$ cat src/rtl/bcd_stopwatch_ctrl.sv
// bcd_stopwatch_ctrl: 4-digit BCD stopwatch/countdown controller with prescaler and command FSM
// Ports: clk_i, reset_i (sync, active high); start_stop_i, clear_i, load_i, lap_i are 1-cycle
// command pulses; load_val_i is the BCD preset; mode_i picks the direction (0 up, 1 down) at start.
// q_o is the BCD value and lap_q_o the last lap capture. running_o and expired_o decode the state.
// wrap_o pulses on a 9999->0000 rollover, and err_o pulses one cycle after a rejected command.
module bcd_stopwatch_ctrl #(
  parameter int unsigned TICK_DIV = 1000
) (
  input  logic        clk_i,
  input  logic        reset_i,
  input  logic        start_stop_i,
  input  logic        clear_i,
  input  logic        load_i,
  input  logic [15:0] load_val_i,
  input  logic        mode_i,
  input  logic        lap_i,
  output logic [15:0] q_o,
  output logic [15:0] lap_q_o,
  output logic        running_o,
  output logic        expired_o,
  output logic        wrap_o,
  output logic        err_o
);
  localparam int PW = $clog2(TICK_DIV);
  typedef enum logic [1:0] {S_IDLE, S_RUN, S_PAUSE, S_DONE} state_t;
  state_t        state_q;
  logic [PW-1:0] presc_q;
  logic [15:0]   val_q, lap_q, up_d, dn_d, step_d;
  logic          dir_q, wrap_q, err_q, tick, ld_ok;
  logic [4:0]    c_up;
  logic [3:0]    c_dn, ld_dig_ok;
  // Decade cascade: a digit steps only when every lower digit sits at its wrap value.
  assign c_up[0] = 1'b1;
  assign c_dn[0] = 1'b1;
  for (genvar i = 0; i < 4; i++) begin : g_dig
    logic [3:0] d;
    assign d = val_q[4*i +: 4];
    assign up_d[4*i +: 4] = c_up[i] ? ((d == 4'd9) ? 4'd0 : d + 4'd1) : d;
    assign dn_d[4*i +: 4] = c_dn[i] ? ((d == 4'd0) ? 4'd9 : d - 4'd1) : d;
    assign c_up[i+1] = c_up[i] && (d == 4'd9);
    assign ld_dig_ok[i] = load_val_i[4*i +: 4] <= 4'd9;
    if (i < 3) begin : g_c
      assign c_dn[i+1] = c_dn[i] && (d == 4'd0);
    end
  end
  assign ld_ok  = &ld_dig_ok;
  assign step_d = dir_q ? dn_d : up_d;
  assign tick   = (state_q == S_RUN) && (presc_q == PW'(TICK_DIV - 1));
  always_ff @(posedge clk_i) begin
    if (reset_i) begin
      state_q <= S_IDLE;
      presc_q <= '0;
      val_q   <= '0;
      lap_q   <= '0;
      dir_q   <= 1'b0;
      wrap_q  <= 1'b0;
      err_q   <= 1'b0;
    end else begin
      wrap_q <= 1'b0;
      err_q  <= 1'b0;
      // Lap captures the pre-edge value, independent of every other command.
      if (lap_i && (state_q == S_RUN || state_q == S_PAUSE)) lap_q <= val_q;
      if (clear_i) begin
        state_q <= S_IDLE;
        presc_q <= '0;
        val_q   <= '0;
      end else begin
        case (state_q)
          S_IDLE: begin
            presc_q <= '0;
            if (load_i) begin
              if (ld_ok) val_q <= load_val_i;
              else err_q <= 1'b1;
            end else if (start_stop_i) begin
              if (mode_i && val_q == 16'd0) err_q <= 1'b1;
              else begin
                state_q <= S_RUN;
                dir_q   <= mode_i;
              end
            end
          end
          S_RUN: begin
            presc_q <= tick ? '0 : presc_q + 1'b1;
            err_q   <= load_i;
            if (tick) begin
              val_q  <= step_d;
              wrap_q <= !dir_q && c_up[4];
            end
            // Reaching zero on a down step outranks a coincident pause request.
            if (tick && dir_q && step_d == 16'd0) state_q <= S_DONE;
            else if (start_stop_i && !load_i) state_q <= S_PAUSE;
          end
          S_PAUSE: begin
            if (load_i) err_q <= 1'b1;
            else if (start_stop_i) state_q <= S_RUN;
          end
          default: begin
            presc_q <= '0;
            if (load_i) begin
              if (ld_ok) begin
                val_q   <= load_val_i;
                state_q <= S_IDLE;
              end else err_q <= 1'b1;
            end else if (start_stop_i) begin
              val_q   <= '0;
              state_q <= S_IDLE;
            end
          end
        endcase
      end
    end
  end
  assign q_o       = val_q;
  assign lap_q_o   = lap_q;
  assign running_o = state_q == S_RUN;
  assign expired_o = state_q == S_DONE;
  assign wrap_o    = wrap_q;
  assign err_o     = err_q;
endmodule
$ cat config.mk
export PLATFORM = sky130hd
export DESIGN_NAME = bcd_stopwatch_ctrl
export DESIGN_NICKNAME = d
export VERILOG_FILES = /design/src/rtl/bcd_stopwatch_ctrl.sv
export SDC_FILE = /design/constraint.sdc
export NUM_CORES = 1
export LEC_CHECK = 0
export CORE_UTILIZATION = 48
export DETAILED_ROUTE_END_ITERATION = 12
export HOLD_SLACK_MARGIN = 0.03
export PLACE_DENSITY = 0.77
export SETUP_SLACK_MARGIN = 0.2
export SYNTH_ARGS = -nofsm -noshare
export SYNTH_HDL_FRONTEND = slang
export SYNTH_SLANG_ARGS = --single-unit
$ cat constraint.sdc
create_clock -name clk_i -period 2.8 [get_ports clk_i]
set_clock_uncertainty 0.2 [all_clocks]
set_input_delay 0.28 -clock clk_i [delete_from_list [all_inputs] [get_ports clk_i]]
set_output_delay 0.28 -clock clk_i [all_outputs]
set_load 0.02 [all_outputs]
* Word-level counts from Yosys, hierarchy flattened
Cells that the tools add are included.
Word-level totals: flip-flop bits (word level) 47, output and inout port bits 36, logic and storage cells 113
Operators by class: bitwise logic cells 6, muxes and demuxes 41, add/subtract/negate cells 9, reduce and logical (&&, ||, !) cells 29, $lt $le $gt $ge 4, eq/ne operators 17
Operators by type and width (number):
- 2-to-1 mux 16 bit | 6
- 2-to-1 mux 4 bit | 14
- one-hot mux 16 bit (3 select lines) | 1
- logical NOT 16 bit | 2
- 2-to-1 mux 2 bit | 10
- one-hot mux 10 bit (2 select lines) | 1
- adder 4 x 1 -> 4 bit (second input constant) | 4
- == test 4 bit (second input constant) | 4
- less-or-equal comparator 4 bit (second input constant) | 4
- logical NOT 4 bit | 4
- subtractor 4 x 1 -> 4 bit (second input constant) | 4
- logical AND 1 bit | 12
- != test 2 bit (second input constant) | 6
- adder 10 x 1 -> 10 bit (second input constant) | 1
- == test 10 bit (second input constant) | 1
- 2-to-1 mux 10 bit | 1
- AND reduction 4 bit | 2
- AND reduction 8 bit | 1
- 2-to-1 mux 1 bit | 6
- != test 3 x 1 -> 1 bit (second input constant) | 2
- NOT 1 bit | 6
- one-hot mux 2 bit (3 select lines) | 1
- AND reduction 5 bit | 1
- == test 2 bit (second input constant) | 2
- other kinds (9) | 10

* Logic depth before layout (Yosys ltp)
Gate-level depths: netlist (run 1).
word-level depth 9, depth in mapped cells 11

* Worst setup path after synthesis (run 1)
OpenSTA, ideal clock, no wires.
path kind reg-to-reg, start point register val_q[4] (netlist: q_o[4]), end point register state_q[0], clock period less this slack 2.853 ns, setup time 0.074 ns, required time 2.526 ns, setup slack -0.053 ns, cell stages (with the launch flop) 10, arrival time 2.579 ns, cell sequence dfxtp_1 -> buf_2 -> nand3_2 -> or4_4 -> o41ai_2 -> xor2_1 -> nor4_1 -> nand4b_1 -> or3_1 -> a31oi_1
Between the ends: word-level cells in the longest chain between the ends 9
Ends and longest elaborated chain:
- start, declared | RTL line 28 | logic [15:0] val_q, lap_q, up_d, dn_d, step_d;
- start signal, assigned | RTL line 72 | if (ld_ok) val_q <= load_val_i;
- start signal, assigned | RTL line 86 | val_q <= step_d;
- start signal, assigned | RTL line 101 | val_q <= load_val_i;
- branches (longest 9 deep; another with adder 4 x 1 -> 4 bit)
- end signal, assigned | RTL line 90 | if (tick && dir_q && step_d == 16'd0) state_q <= S_DONE;
- end signal, assigned | RTL line 91 | else if (start_stop_i && !load_i) state_q <= S_PAUSE;
- end signal, assigned | RTL line 95 | else if (start_stop_i) state_q <= S_RUN;
- end, declared | RTL line 26 | state_t state_q;
Several ways; the timed one is not identified. A chain may end at the register's enable or synchronous reset.

* Final worst setup path (run 1)
start point register val_q[2] (netlist: q_o[2]), end point register state_q[0]
Between the ends: word-level cells in the longest chain between the ends 9
Ends and longest elaborated chain:
- branches (longest 9 deep; another with adder 4 x 1 -> 4 bit)
Several ways; the timed one is not identified.

==> flow_summary_export.csv, run 1 <==
group,metric,value,unit
run_status,outcome,"complete, no violations",
timing,hold_viol,0,
route,first_pass_iters,5,
critical_path,path_class,"reg -> reg",
floorplanning,io_pins,59,
yosys,ys.warnings.count,0,
yosys,syn-num-nets,452,
place,dpl_cell_area,3955,µm²
grt,grt_use_total,0.2771,
timing,rsz0062_at_grt,"yes",
timing,tightest_slew,0.5195,ns
yosys,synthFlopType,"dfxtp_1",
yosys,synth_edf_count,0,
route,ant_nets,0,
final_layout,diodes,0,
floorplanning,fp.dieArea,6857,µm²
yosys,synthCells,423,
place,port_buffers,58,
clock_network,path_clk_slew,0.10,ns
yosys,synthTopCellsByCount,"nor2_1, nand2_1, dfxtp_1, a21oi_1, clkbuf_1",
floorplanning,initial_core_util,0.4964,
floorplanning,core,6314,µm²
yosys,synth_seq_area_share,0.3002,
final_layout,nets,523,
clock_network,htree_levels,2,
critical_path,rrSetupSlack,0.03,ns
power_and_ir_drop,power.total,0.001428,W
clock_network,cts_hold_buf,0,
worst_hold_path,hp-class,"reg -> reg",
timing,fin_crit,2.772,ns
clock_network,clk_latency,0.31,ns
run,maxCapViolations,0,
timing,setup_tns,0,ns
critical_path,endpoint_kind,"flip-flop",
yosys,ys_async_sr_fraction,0,
floorplanning,die_y,82.81,µm
critical_path,cp_max_fo,6,
clock_network,clock_path_buffers,2,
power_and_ir_drop,p_per_area,341.6,nW/µm²
critical_path,reg2reg_from,"q_o[2]",
yosys,synth.distinct_cells,64,
grt,grt_pass1_vias,3094,
yosys,synth_largest_area_cell,"dfxtp_1",
clock_network,cts-root-buf,"clkbuf_8",
timing,finalSetupViolations,0,
power_and_ir_drop,leakagePower,1.477,nW
critical_path,rr_worst_depth,9,
final_layout,design_area,4182,µm²
yosys,synth_area_leaders,"dfxtp_1, a21oi_1, nor2_1, nand2_1, o21ai_0",
grt,grt_max_degree,17,
critical_path,timing.rr.end,"state_q[0]",
route,drt-total-wl,9477,µm
final_layout,area_growth,33.41,%
final_layout,drive_gt1_frac,0.1596,
route,first_iter_violations,292,
clock_network,cts_tree,"done",
yosys,ys_ff_latch,47,
yosys,synth.most_common_cell,"nor2_1",
clock_network,cts-buffers-inserted,5,
yosys,synth_top_area_share,0.3002,
route,via_per_inst,6.019,
route,wl_per_cell,16.57,µm
power_and_ir_drop,ir_worst_vdd,253.6,µV
timing,max_freq,360.7,MHz
critical_path,startpoint,"q_o[2]",
critical_path,required,2.83,ns
grt,antenna_found_initial,0,
yosys,avgSynthCellArea,7.410,µm²
route,vias,3443,
critical_path,critPathCapture,"state_q[0]",
critical_path,crit_arrival,2.80,ns
critical_path,startpoint_type,"flip-flop",
yosys,syn-cell-area,3134,µm²
place,gp_congestion,0.9116,
worst_hold_path,hold_path_depth,2,
place,post-dp-hpwl,6902,µm
timing,timing.final.crit_share,0.9901,
floorplanning,die_x,82.81,µm
timing,maxSlewHeadroom,0.6447,
floorplanning,rows,29,
grt,grt_pass1_wl,15570,µm
clock_network,cts_sinks,47,
grt,overflow,0,
route,drc_errors,0,
timing,slew_viol_final,0,
## registers in the layout (all words and copies together) (netlist names)
signal / flops
lap_q_o: 16
q_o: 16
presc_q: 10
state_q: 2
dir_q: 1
err_o: 1
wrap_o: 1
## metrics by stage
step | std cells | setup slack [ns] | hold WS, ns | utilization
CTS | 569 | 0.09624 | 0.2586 | 0.6504
detailed placement | 559 | 0.07795 | 0.2455 | 0.6264
global route | 572 | -0.03565 | 0.2814 | 0.6623
global placement | 559 | 0.1074 | 0.2408 | 0.6264
finish | 572 | 0.02781 | 0.2573 | 0.6623
floorplan | 423 | 0.1438 | 0.2570 | -
## power by group
part / leakage, nW / switching, W / total [W] / internal (W)
logic: 1.04 / 0.000126 / 0.000229 / 0.000104
registers: 0.384 / 0.00000893 / 0.000680 / 0.000671
clock network: 0.0548 / 0.000250 / 0.000519 / 0.000269
## area by class of cell
cell class	count	area (µm²)
Clock buffer	5	68.82
Clock inverter	3	46.29
Fill cell	584	2132
Inverter	12	45.04
Multi-Input combinational cell	328	2071
Sequential cell	47	958.4
Tap cell	77	96.34
Timing Repair Buffer	100	895.9
## critical path, stage by stage (launching register included)
cell      delay (ns)
dfxtp_2         0.36
or3_4           0.39
o31a_1          0.28
a32oi_2         0.20
nand4_1         0.13
nor4_2          0.28
buf_4           0.16
nand4b_1        0.16
or3_1           0.35
a31oi_1         0.17
## per-layer routing
metal | global-route usage | wire, µm | vias up | part of all wire
li1 | - | - | 1661 | -
met1 | 0.3931 | 4359 | 1613 | 0.46
met2 | 0.4240 | 4238 | 161 | 0.45
met3 | 0.05765 | 761 | 8 | 0.080
met4 | 0.07837 | 119 | 0 | 0.013
met5 | 0 | 0 | - | 0
## how the worst min path moves through the flow
stage	start	to
finish	lap_q_o[3]	lap_q_o[3]
global route	lap_q_o[13]	lap_q_o[13]
CTS	lap_q_o[1]	lap_q_o[1]
detailed placement	lap_q_o[1]	lap_q_o[1]
global placement	lap_q_o[1]	lap_q_o[1]
floorplan	mode_i	dir_q
## cell usage in the layout (no fill, tap or decap), types with 11 or more instances in the layout
cell type | Yosys | final
clkdlybuf4s50_1 | 0 | 58
nor2_1 | 52 | 52
dfxtp_1 | 47 | 39
a22oi_1 | 11 | 11
xor2_1 | 13 | 13
inv_1 | 12 | 12
a21oi_1 | 44 | 43
nand2_1 | 51 | 51
o21ai_0 | 25 | 25
buf_4 | 0 | 42
## cell families (layout without fill, tap and decap cells)
kind of cell    count (synthesis)  in the layout  synth area share
fa+ha+maj                       6              6           0.02395
simple gates                  179            179            0.3038
flops                          47             47            0.3002
buf+inv                        48            120           0.06267
mux                             4              4           0.01277
xor+xnor                       18             18           0.05030
compound gates                121            121            0.2463
## timing repair
item                       4_1_cts  5_1_grt
pin swaps                        4        8
buffers inserted                 2        3
gates resized for setup          4       11
setup endpoints to repair        2        2
Note: power is estimated with default switching activity, not from simulation.
==> run 2, diff against run 1 <==
--- a/config.mk
+++ b/config.mk
@@ -9,7 +9,6 @@
 export DETAILED_ROUTE_END_ITERATION = 12
 export HOLD_SLACK_MARGIN = 0.03
 export PLACE_DENSITY = 0.77
-export SETUP_SLACK_MARGIN = 0.2
 export SYNTH_ARGS = -nofsm -noshare
 export SYNTH_HDL_FRONTEND = slang
 export SYNTH_SLANG_ARGS = --single-unit
==> flow_summary_export.csv, run 2 (synthesis results as in run 1) <==
group,metric,value,unit
route,wl_per_cell,16.90,µm
final_layout,final_util,0.6425,
timing,timing.final.crit_share,1.002,
critical_path,required,2.84,ns
final_layout,layout_common_cells,"clkdlybuf4s50_1, nand2_1, nor2_1, a21oi_1, dfxtp_1",
final_layout,drive_gt1_frac,0.1340,
timing,rsz0062_at_grt,"yes",
clock_network,htree_levels,2,
power_and_ir_drop,ir_worst_vdd,302.3,µV
final_layout,diodes,0,
grt,grt_use_total,0.2768,
final_layout,layout_commonest_cell,"clkdlybuf4s50_1",
critical_path,path_class,"reg -> reg",
grt,antenna_found_initial,0,
critical_path,crit_arrival,2.85,ns
timing,tightest_slew,0.6666,ns
floorplanning,rows,29,
timing,fin_crit,2.806,ns
clock_network,cts-buffers-inserted,5,
floorplanning,core,6314,µm²
critical_path,cp_max_fo,6,
timing,hold_viol,0,
place,place_ws,-0.1315,ns
floorplanning,initial_core_util,0.4964,
route,drt-total-wl,9496,µm
final_layout,final_cell_count_no_fill,562,
floorplanning,io_pins,59,
route,first_iter_violations,230,
timing,fin_ws,-0.005920,ns
place,numPlacedInstances,553,
floorplanning,fp.dieArea,6857,µm²
final_layout,area_growth,29.42,%
critical_path,startpoint_type,"flip-flop",
route,ant_nets,0,
worst_hold_path,hp-class,"reg -> reg",
route,vias,3361,
clock_network,clk_latency,0.31,ns
final_layout,nets,513,
clock_network,cts_sinks,47,
run_status,violations,"negative setup slack",
run_status,outcome,"finished, violations left",
floorplanning,die_x,82.81,µm
clock_network,clock_path_buffers,2,
place,post-dp-hpwl,6848,µm
clock_network,cts-root-buf,"clkbuf_8",
timing,finalSetupViolations,1,
timing,maxSlewHeadroom,0.5556,
clock_network,path_clk_slew,0.10,ns
clock_network,cts_hold_buf,0,
power_and_ir_drop,leakagePower,1.436,nW
timing,max_freq,356.4,MHz
grt,grt_pass1_vias,3148,
power_and_ir_drop,p_per_area,351.9,nW/µm²
grt,overflow,0,
floorplanning,die_y,82.81,µm
route,first_pass_iters,5,
grt,grt_pass1_wl,15540,µm
grt,grt_max_degree,23,
run,maxCapViolations,0,
clock_network,cts_tree,"done",
place,port_buffers,58,
timing,slew_viol_final,0,
route,drc_errors,0,
place,gp_congestion,0.9552,
route,via_per_inst,5.980,
critical_path,endpoint_kind,"flip-flop",
==> run 2: repair_timing <==
| action | in CTS | in global routing |
|---|---|---|
| endpoints found under the setup margin | 2 | 2 |
| pin swaps | 1 | 0 |
| gates resized for setup | 4 | 7 |
| setup buffers | 1 | 0 |
==> run 2: per-stage QoR <==
step | setup TNS, ns | hold slack (ns) | total power (W) | area (µm²)
floorplan | 0 | 0.2570 | 0.0008187 | 3138
global placement | -0.1073 | 0.2413 | 0.0009078 | 3894
detailed placement | -0.1315 | 0.2455 | 0.0009091 | 3894
CTS | 0 | 0.2581 | 0.001426 | 4034
global route | -0.1392 | 0.2845 | 0.001484 | 4056
finish | -0.005920 | 0.2554 | 0.001427 | 4056
==> run 2: worst paths after layout <==
kind               from    endpoint  slack [ns]  cells past startpoint
max              q_o[2]  state_q[0]      -0.006                      9
min          lap_q_o[8]  lap_q_o[8]        0.26                      2
max reg2reg      q_o[2]  state_q[0]      -0.006                      9
min reg2reg  lap_q_o[8]  lap_q_o[8]        0.26                      2
==> run 2: per-layer routing <==
layer / track usage / part of all wire
met1: 0.3868 / 0.45
met2: 0.4285 / 0.43
met3: 0.04473 / 0.089
met4: 0.1034 / 0.023
met5: 0 / 0
==> run 2: power breakdown <==
group	switching, W	internal [W]	total (W)	leakage (nW)
combinational	0.000125	0.0000989	0.000224	1.00
sequential	0.00000900	0.000673	0.000682	0.381
clock	0.000252	0.000269	0.000521	0.0548
total	0.000386	0.00104	0.00143	1.44
==> run 2: critical path: stages, from the launching register on <==
cell and delay, ns:
dfxtp_1 0.37, or3_1 0.42, o31a_1 0.28, a32oi_1 0.23
nand4_1 0.19, nor4_4 0.24, buf_4 0.17, nand4b_1 0.14
or3_1 0.33, a31oi_1 0.16
==> run 2: cell type report <==
class,count,area (µm²)
inverters,12,45.04
clock buffers,5,68.82
repair buffers,90,820.8
multi-input cells,328,2033
clock inverters,3,46.29
flip-flops and latches,47,945.9
well taps,77,96.34
fillers,566,2257
==> RTL change: new RTL, settings of run 1 <==
The 4 states of `state_t` get a one-hot encoding in 4 bits.
--- a/src/rtl/bcd_stopwatch_ctrl.sv
+++ b/src/rtl/bcd_stopwatch_ctrl.sv
@@ -22,7 +22,7 @@
   output logic        err_o
 );
   localparam int PW = $clog2(TICK_DIV);
-  typedef enum logic [1:0] {S_IDLE, S_RUN, S_PAUSE, S_DONE} state_t;
+  typedef enum logic [3:0] {S_IDLE = 4'b0001, S_RUN = 4'b0010, S_PAUSE = 4'b0100, S_DONE = 4'b1000} state_t;
   state_t        state_q;
   logic [PW-1:0] presc_q;
   logic [15:0]   val_q, lap_q, up_d, dn_d, step_d;
Check against the original RTL: same outputs for any inputs over 10 cycles, from zero or initial values and one cycle with reset_i high; not proved beyond that.
==> RTL change against run 1 <==
  * Total power is 3.4% lower
  * Final area is 1.9% lower
  * Wire length is 2.0% lower
  * Clock power is 12% lower
  * Fmax is 13% higher
  * Area after synthesis is 1.2% higher
  * Worst setup slack better by 0.31 ns
  * Global-route usage is 0.70 points lower
  * Critical path type unchanged
  * Sequential cell count is 2 higher
==> RTL change: results (changes against run 1) <==
| Metric | Value |
|---|---|
| DP Cell Count | `554 (was 559)` |
| # diodes | `0 (unchanged)` |
| Synth warn | `0 (unchanged)` |
| Initial antenna violation count | `0 (unchanged)` |
| WP data arrival | `2.48 ns (was 2.80 ns)` |
| CTS resizes | `2 (was 4)` |
| Reg power frac | `51.6% (was 47.6%)` |
| PortBufs | `58 (unchanged)` |
| Syn Nets | `451 (was 452)` |
| Post-synth EDFFs | `0 (unchanged)` |
| Total power after layout | `1.38 mW (was 1.43 mW)` |
| CP delay by family, top | `simple AND/OR/NAND/NOR gates (unchanged)` |
| Dpl hpwl | `6.93 mm (was 6.90 mm)` |
| Logic pwr share | `15.2% (was 16.1%)` |
| Commonest cells in the netlist | `nand2_1, dfxtp_1, nor2_1, a21oi_1, o21ai_0 (was nor2_1, nand2_1, dfxtp_1, a21oi_1, clkbuf_1)` |
| Pre-Repair DR Iteration Count | `6 (was 5)` |
| Via count | `3476 (was 3443)` |
| Slowest cell delay on critical path | `0.42 ns (was 0.39 ns)` |
| Num CTS Buffers | `5 (unchanged)` |
| Fin nets | `511 (was 523)` |
| HP Class | `reg2reg (unchanged)` |
| Routability cong. | `0.956 (was 0.912)` |
| Top_reg_cell synth | `dfxtp_1 (unchanged)` |
| Root buffer cell | `clkbuf_8 (unchanged)` |
| Worst slack, placed | `0.214 ns (was 0.0779 ns)` |
| Netlist cell types | `65 (was 64)` |
| Top cells by area, synth | `dfxtp_1, nand2_1, a21oi_1 (was dfxtp_1, a21oi_1, nor2_1)` |
| Wire length per cell | `16.4 um (was 16.6 um)` |
| VDD IR-drop max | `198 uV (was 254 uV)` |
| Layout cells sized above 1 | `13.3% (was 16.0%)` |
| Status | `complete, no violations (unchanged)` |
| Sw Ratio | `26.1% (was 26.9%)` |
| Post-Synthesis Cells | `427 (was 423)` |
| Grt ovf | `0 (unchanged)` |
| Ys async rst share | `0% (unchanged)` |
| First-pass GRT wire length | `15.3 mm (was 15.6 mm)` |
| GR Util All Layers | `27.0% (was 27.7%)` |
| Bufs on Longest Clock Path | `2 (unchanged)` |
| Total Wirelength | `9.29 mm (was 9.48 mm)` |
| CTS clock-pin slew for the worst setup and hold paths | `0.09 ns` |
| CP max FO | `5 (was 6)` |
| Iter 0 DRT Violations | `227 (was 292)` |
| Leak Pwr | `1.42 nW (was 1.48 nW)` |
| Number of global-route vias before repair | `3028 (was 3094)` |
| Post-CTS setup buffer count | `0 (was 2)` |
| Register area share after synthesis | `30.9% (was 30.0%)` |
| CTS H-tree depth | `2 (unchanged)` |
| Setup Viol. Count Final | `0 (unchanged)` |
| Slowest CP cell | `nor4_4 (was or3_4)` |
| Largest net degree at the start of global routing | `18 (was 17)` |
| Measured slew at the worst slew-check pin | `0.676 ns (was 0.519 ns)` |
| Worst-Skew Late Latency | `0.30 ns` |
| Area after DPL | `3910 um^2 (was 3960 um^2)` |
RTL change: changes by cell type in the layout (fill, tap and decap cells not counted), moves of 5 or more:
| cell | before | now |
|---|---|---|
| nand2_1 | 51 | 74 |
| buf_4 | 42 | 28 |
| nor2_1 | 52 | 38 |
| a21oi_1 | 43 | 32 |
| inv_1 | 12 | 4 |
| dfxtp_1 | 39 | 46 |
| o21ai_0 | 25 | 32 |
| ha_1 | 6 | 1 |
| nor4b_1 | 0 | 5 |
RTL change: final timing paths:
path	to	from	slack [ns]	cells after the start
hold / removal	lap_q_o[10]$_SDFFE_PP0P_	lap_q_o[10]$_SDFFE_PP0P_	0.26	2
setup / recovery	state_q[3]$_SDFFE_PP0P_	q_o[1]$_SDFFE_PP0P_	0.34	7
hold reg to reg	lap_q_o[10]$_SDFFE_PP0P_	lap_q_o[10]$_SDFFE_PP0P_	0.26	2
setup reg to reg	state_q[3]$_SDFFE_PP0P_	q_o[1]$_SDFFE_PP0P_	0.34	7
RTL change: per-layer routing:
layer  track usage, %  vias to the layer above  part of all wire, %
met1             37.3                     1596                   42
li1                 -                     1681                    -
met4             8.31                        0                  2.2
met2             43.4                      179                   47
met3             4.08                       20                  8.5
met5                0                        -                    0
RTL change: cell type report:
class	instances	area (um^2)
tap	77	96.3
clock inverter	1	5.00
sequential	49	985
fill	535	2250
multi-input combinational	339	2090
timing repair buffer	87	810
clock buffer	7	96.3
inverter	5	23.8
RTL change: logic make-up after synthesis:
family,share of synthesized area [%]
and+or+nand+nor,33.9
muxes,1.58
buffers and inverters,5.05
adders and majority gates,0.394
DFF,30.9
xor gates and xnor gates,3.59
AOI/OAI and AO/OA,24.6
RTL change: tightest hold or removal path, stage by stage, from the launching register on:
cell and delay (ns):
dfxtp_1 0.32, nand2_1 0.05, a21oi_1 0.05
